File: config.mk
export PLATFORM = sky130hd
export DESIGN_NAME = serial_subtractor_nbit
export DESIGN_NICKNAME = d
export VERILOG_FILES = /design/src/rtl/serial_sub_pkg.sv /design/src/rtl/sub_slice.sv /design/src/rtl/serial_subtractor_nbit.sv
export SDC_FILE = /design/constraint.sdc
export NUM_CORES = 1
export LEC_CHECK = 0
export BUFFER_PORTS_ARGS = -buffer_cell sky130_fd_sc_hd__buf_2
export CORE_MARGIN = 5
export CORE_UTILIZATION = 48
export DETAILED_ROUTE_END_ITERATION = 6
export PLACE_DENSITY = 0.68
export SYNTH_ARGS = -nofsm -noshare
export SYNTH_HDL_FRONTEND = slang
export SYNTH_SLANG_ARGS = --single-unit
File: constraint.sdc
create_clock -name clk -period 9.13 [get_ports clk]
set_input_delay 0.4565 -clock clk [delete_from_list [all_inputs] [get_ports clk]]
set_output_delay 0.4565 -clock clk [all_outputs]
set_load 0.02 [all_outputs]
File: src/rtl/serial_sub_pkg.sv
// Shared types for the serial subtractor: FSM state encoding and counter sizing.
package serial_sub_pkg;

   typedef enum logic [1:0] {
      IDLE = 2'd0,
      RUN  = 2'd1,
      DONE = 2'd2
   } state_e;

   // A one-slice configuration still needs a one-bit counter.
   function automatic int cnt_width(input int slices);
      return (slices > 1) ? $clog2(slices) : 1;
   endfunction

endpackage

File: src/rtl/sub_slice.sv
// Combinational CHUNK-bit subtractor with borrow-in and borrow-out.
module sub_slice #(
   parameter int CHUNK = 8
) (
   input  logic [CHUNK-1:0] a,
   input  logic [CHUNK-1:0] b,
   input  logic             bin,
   output logic [CHUNK-1:0] d,
   output logic             bout
);

   logic [CHUNK:0] full;

   // One extra bit catches the borrow as the sign of the widened difference.
   always_comb begin
      full = {1'b0, a} - {1'b0, b} - {{CHUNK{1'b0}}, bin};
   end

   assign d    = full[CHUNK-1:0];
   assign bout = full[CHUNK];

endmodule

File: src/rtl/serial_subtractor_nbit.sv
// Multi-cycle N-bit subtractor, one CHUNK-bit slice per clock, valid/ready on both sides.
// Optional signed-overflow output enabled by defining SUB_OVF_EN.
module serial_subtractor_nbit
   import serial_sub_pkg::*;
#(
   parameter int N     = 32,
   parameter int CHUNK = 8
) (
   input  logic         clk,
   input  logic         rst,
   input  logic         in_valid,
   output logic         in_ready,
   input  logic [N-1:0] x,
   input  logic [N-1:0] y,
   output logic         out_valid,
   input  logic         out_ready,
   output logic [N-1:0] diff,
   output logic         bout
`ifdef SUB_OVF_EN
   ,
   output logic         ovf
`endif
);

   localparam int SLICES = N / CHUNK;
   localparam int CNT_W  = cnt_width(SLICES);

   generate
      if ((N % CHUNK) != 0) begin : g_bad_chunk
         $error("serial_subtractor_nbit: N must be a multiple of CHUNK");
      end
   endgenerate

   state_e           state_q, state_d;
   logic [CNT_W-1:0] cnt_q, cnt_d;
   logic             borrow_q, borrow_d;
   logic             in_ready_q, in_ready_d;
   logic             out_valid_q, out_valid_d;
   logic [N-1:0]     diff_q, diff_d;
   logic             bout_q, bout_d;
   logic [N-1:0]     x_q, x_d;
   logic [N-1:0]     y_q, y_d;
   logic [N-1:0]     part_q, part_d;
`ifdef SUB_OVF_EN
   logic             ovf_q, ovf_d;
   logic             xs_q, xs_d;
   logic             ys_q, ys_d;
`endif

   logic [CHUNK-1:0] a_s, b_s, d_s;
   logic             bo_s;

   // Single slice datapath, operands selected by the slice counter.
   assign a_s = x_q[int'(cnt_q)*CHUNK +: CHUNK];
   assign b_s = y_q[int'(cnt_q)*CHUNK +: CHUNK];

   sub_slice #(.CHUNK(CHUNK)) u_slice (
      .a    (a_s),
      .b    (b_s),
      .bin  (borrow_q),
      .d    (d_s),
      .bout (bo_s)
   );

   always_comb begin
      state_d     = state_q;
      cnt_d       = cnt_q;
      borrow_d    = borrow_q;
      in_ready_d  = in_ready_q;
      out_valid_d = out_valid_q;
      diff_d      = diff_q;
      bout_d      = bout_q;
      x_d         = x_q;
      y_d         = y_q;
      part_d      = part_q;
`ifdef SUB_OVF_EN
      ovf_d       = ovf_q;
      xs_d        = xs_q;
      ys_d        = ys_q;
`endif
      case (state_q)
         IDLE: begin
            if (in_valid && in_ready_q) begin
               x_d        = x;
               y_d        = y;
               cnt_d      = '0;
               borrow_d   = 1'b0;
               in_ready_d = 1'b0;
               state_d    = RUN;
`ifdef SUB_OVF_EN
               xs_d       = x[N-1];
               ys_d       = y[N-1];
`endif
            end
         end
         RUN: begin
            part_d[int'(cnt_q)*CHUNK +: CHUNK] = d_s;
            borrow_d = bo_s;
            cnt_d    = cnt_q + CNT_W'(1);
            if (cnt_q == CNT_W'(SLICES - 1)) begin
               diff_d      = part_d;
               bout_d      = bo_s;
               out_valid_d = 1'b1;
               state_d     = DONE;
`ifdef SUB_OVF_EN
               ovf_d       = (xs_q != ys_q) && (part_d[N-1] != xs_q);
`endif
            end
         end
         DONE: begin
            if (out_ready) begin
               out_valid_d = 1'b0;
               in_ready_d  = 1'b1;
               state_d     = IDLE;
            end
         end
         default: begin
            state_d     = IDLE;
            in_ready_d  = 1'b1;
            out_valid_d = 1'b0;
         end
      endcase
   end

   always_ff @(posedge clk or posedge rst) begin
      if (rst) begin
         state_q     <= IDLE;
         cnt_q       <= '0;
         borrow_q    <= 1'b0;
         in_ready_q  <= 1'b1;
         out_valid_q <= 1'b0;
         diff_q      <= '0;
         bout_q      <= 1'b0;
`ifdef SUB_OVF_EN
         ovf_q       <= 1'b0;
`endif
      end else begin
         state_q     <= state_d;
         cnt_q       <= cnt_d;
         borrow_q    <= borrow_d;
         in_ready_q  <= in_ready_d;
         out_valid_q <= out_valid_d;
         diff_q      <= diff_d;
         bout_q      <= bout_d;
`ifdef SUB_OVF_EN
         ovf_q       <= ovf_d;
`endif
      end
   end

   // Operand and partial-result storage is only meaningful inside an operation.
   always_ff @(posedge clk) begin
      x_q    <= x_d;
      y_q    <= y_d;
      part_q <= part_d;
`ifdef SUB_OVF_EN
      xs_q   <= xs_d;
      ys_q   <= ys_d;
`endif
   end

   assign in_ready  = in_ready_q;
   assign out_valid = out_valid_q;
   assign diff      = diff_q;
   assign bout      = bout_q;
`ifdef SUB_OVF_EN
   assign ovf       = ovf_q;
`endif

endmodule
==> impl_results.md <==
- Syn Nets: roughly 530
- Drt first pass iters: 5
- Crit path DAT: roughly 4000 ps
- First-pass GRT wire length: ~19,000 um
- Most frequent cells in the layout: 102 x buf_2, 96 x edfxtp_1, 49 x inv_1
- Placed cell count: around 700
- Share of the synthesized area in the top cell type: 47.91%
- Worst-margin pin slew: ~960 ps
- Synthesis-to-layout area growth: 20.46%
- Vias per Instance: between 5 and 6
- DRT met1 WL: between 5000 and 6000 um
- Sum of negative setup slack: 0 ps
- Count of final hold-check violations: 0
- Max Freq: 0.2557 GHz
- Wire per inst: 16.24 um
- RSZ-0062 raised after global routing: no
- Antenna violations before repair: 0
- Crit Path Class: flop to flop
- Max-Cap Viols: 0
- Async S/R FF share, synth: around 29%
- PD cells: between 300 and 400 nW/um2
- Final min period: 3910 ps
- Storage cell area: approximately 3900 um2
- GRT Util Overall: between 10% and 20%
- Post-synthesis cell type count: 45
- Max VDD drop: between 0.15 and 0.2 mV
- Detailed Route WL: 11,890 um
- Layout cells sized above 1: 30.00%
- Syn Area/Cell: approximately 14 um2
- Final Util: 58.15%
- CP required: about 9000 ps
- Synth area leader: edfxtp_1
- CP max FO: 23
- Final GP Congestion: about 0.8
- Die area: between 10,000 and 15,000 um2
- Post-synth EDFFs: 96
- Area of the mapped netlist: between 6000 and 7000 um2
- IO Pins: 103
- Sink Count: 136
- Diode count: 0
- Sequential share of the synthesized area: about 65%
- Post-route insts no fill: approximately 730
- Clock Skews: around 6 ps
- Main synth FF type: edfxtp_1
- Yosys warning total: 0
- Worst skew pair latency: approximately 410 ps
- Multi-input gate area: approximately 1900 um2
- Cell row count: between 40 and 50
- Chip width: ~120 um
- Root buffer cell: clkbuf_16
- Status: finished, final reports clean
- Most common cell after layout, fill and taps aside: buf_2
- DRC Markers: 0
- Total setup buffers inserted after CTS: 0
- Core area: around 12,000 um2
- Port Buffers: around 100
- Hold-fix buffers at CTS: 0
- CTS tree: done
- Routed wl met3: about 940 um
- Synth top area cells: edfxtp_1 48%, dfrtp_1 16%, mux4_2 5.6%, ha_1 3.7%, mux2_2 3.2%
- Worst-path clk slew: approximately 60 ps
- Min-delay worst type: input port to asynchronous set/reset pin
- Initial Util: 48.27%
- Period utilization: 42.83%
- Worst slew margin: around 36%
- Crit start category: flop
- Synth Instances: around 440
- Longest Clk Path Bufs: 2
- Fillers: ~1,000
- Leak: 3.017 nW
- GRT overflow: 0
- TritonCTS Buffers: 17
- Post-CTS sizing: 0
- Yosys reg bits: about 140
- Count of final max-slew check failures: 0
- Top Metal Used: met4
- H-tree levels: 4
- Post-DRT Antenna Nets: 0
- Met2 wire length: between 5000 and 6000 um
- Via count: around 3,800
- DRT iter0 DRCs: 203
- Setup violations, final: 0
- Placed wire-length estimate: between 8000 and 9000 um
- Vias in the first global route: 3,881
- Final nets: ~640
- Largest net degree at the start of global routing: 66
- Die Y: 122.0 um
- CP Capture Type: flop
power by group:
group / internal (mW) / switching, mW
sequential: 0.833 / 0.0731
clock: 0.421 / 0.237
combinational: 0.469 / 0.807
total: 1.72 / 1.12
cell families (layout without fill, tap and decap cells):
logic type	Yosys count	count (layout)	share of synthesized area [%]
AO/OA/AOI/OAI	82	82	7.985
multiplexers	40	40	10.21
XOR/XNOR	6	6	0.9983
AND/OR/NAND/NOR	91	91	7.153
adder cells (fa/ha/maj)	20	20	4.408
buffers and inverters	68	185	4.679
flip-flops	136	136	64.57
sequential cells by signal, summed over array words and instances, names as in the netlist:
name and count:
y_q 32, part_q 32, borrow_q 1, diff 32, in_ready 1, out_valid 1
cnt_q 2, bout 1, state_q 2, x_q 32
stage by stage:
stage | cell area, um2 | setup slack, ps | hold WS (ps) | total power, mW
2_1_floorplan | 6017 | 5567 | 467.9 | 1.843
3_3_place_gp | 6684 | 5354 | 452.2 | 2.163
3_5_place_dp | 6684 | 5288 | 458.0 | 2.192
4_1_cts | 7248 | 5249 | 171.3 | 2.859
5_1_grt | 7248 | 4982 | 189.1 | 3.016
6_report | 7248 | 5220 | 176.4 | 2.841
synth_stat cells, types with 9 or more instances:
cell,number
a21oi_1,17
o21ai_0,21
mux2_2,17
mux4_2,15
edfxtp_1,96
o22ai_1,20
nor3_1,13
nand2_1,42
nor2_1,9
inv_1,49
clkbuf_1,9
dfrtp_1,39
ha_1,18
nand2b_1,12
worst max-delay path, cell delays in order, from the launching register on:
cell and delay [ps]:
dfrtp_1 960, mux4_2 430, fa_1 430, fa_1 440
nand2b_1 180, a211oi_1 390, o21bai_1 150, xnor2_1 490
o22ai_1 170
final cells by class:
cell class	count	share of cell area, %
clock inverter	10	1.813
timing repair buffer	107	7.561
tap	172	2.969
sequential	136	53.60
inverter	49	2.538
multi-input combinational	239	25.55
clock buffer	19	5.973
path summary, 6_finish.rpt:
kind / from / end / slack [ps] / cells after the start
setup / recovery: cnt_q[1] / part_q[6] / 5220 / 8
hold / removal: rst / diff[16] / 180 / 3
setup reg to reg: cnt_q[1] / part_q[6] / 5220 / 8
hold reg to reg: diff[10] / diff[10] / 460 / 2
max in group asynchronous: rst / in_ready / 8580 / 3
min in group clk: y[17] / y_q[17] / 220 / 1
routing by layer:
metal / up-vias / GRT usage (%)
li1: 1823 / -
met1: 1814 / 22.77
met2: 139 / 25.66
met3: 19 / 6.175
met4: 0 / 6.373
met5: - / 0
(Power assumes the default switching activity.)
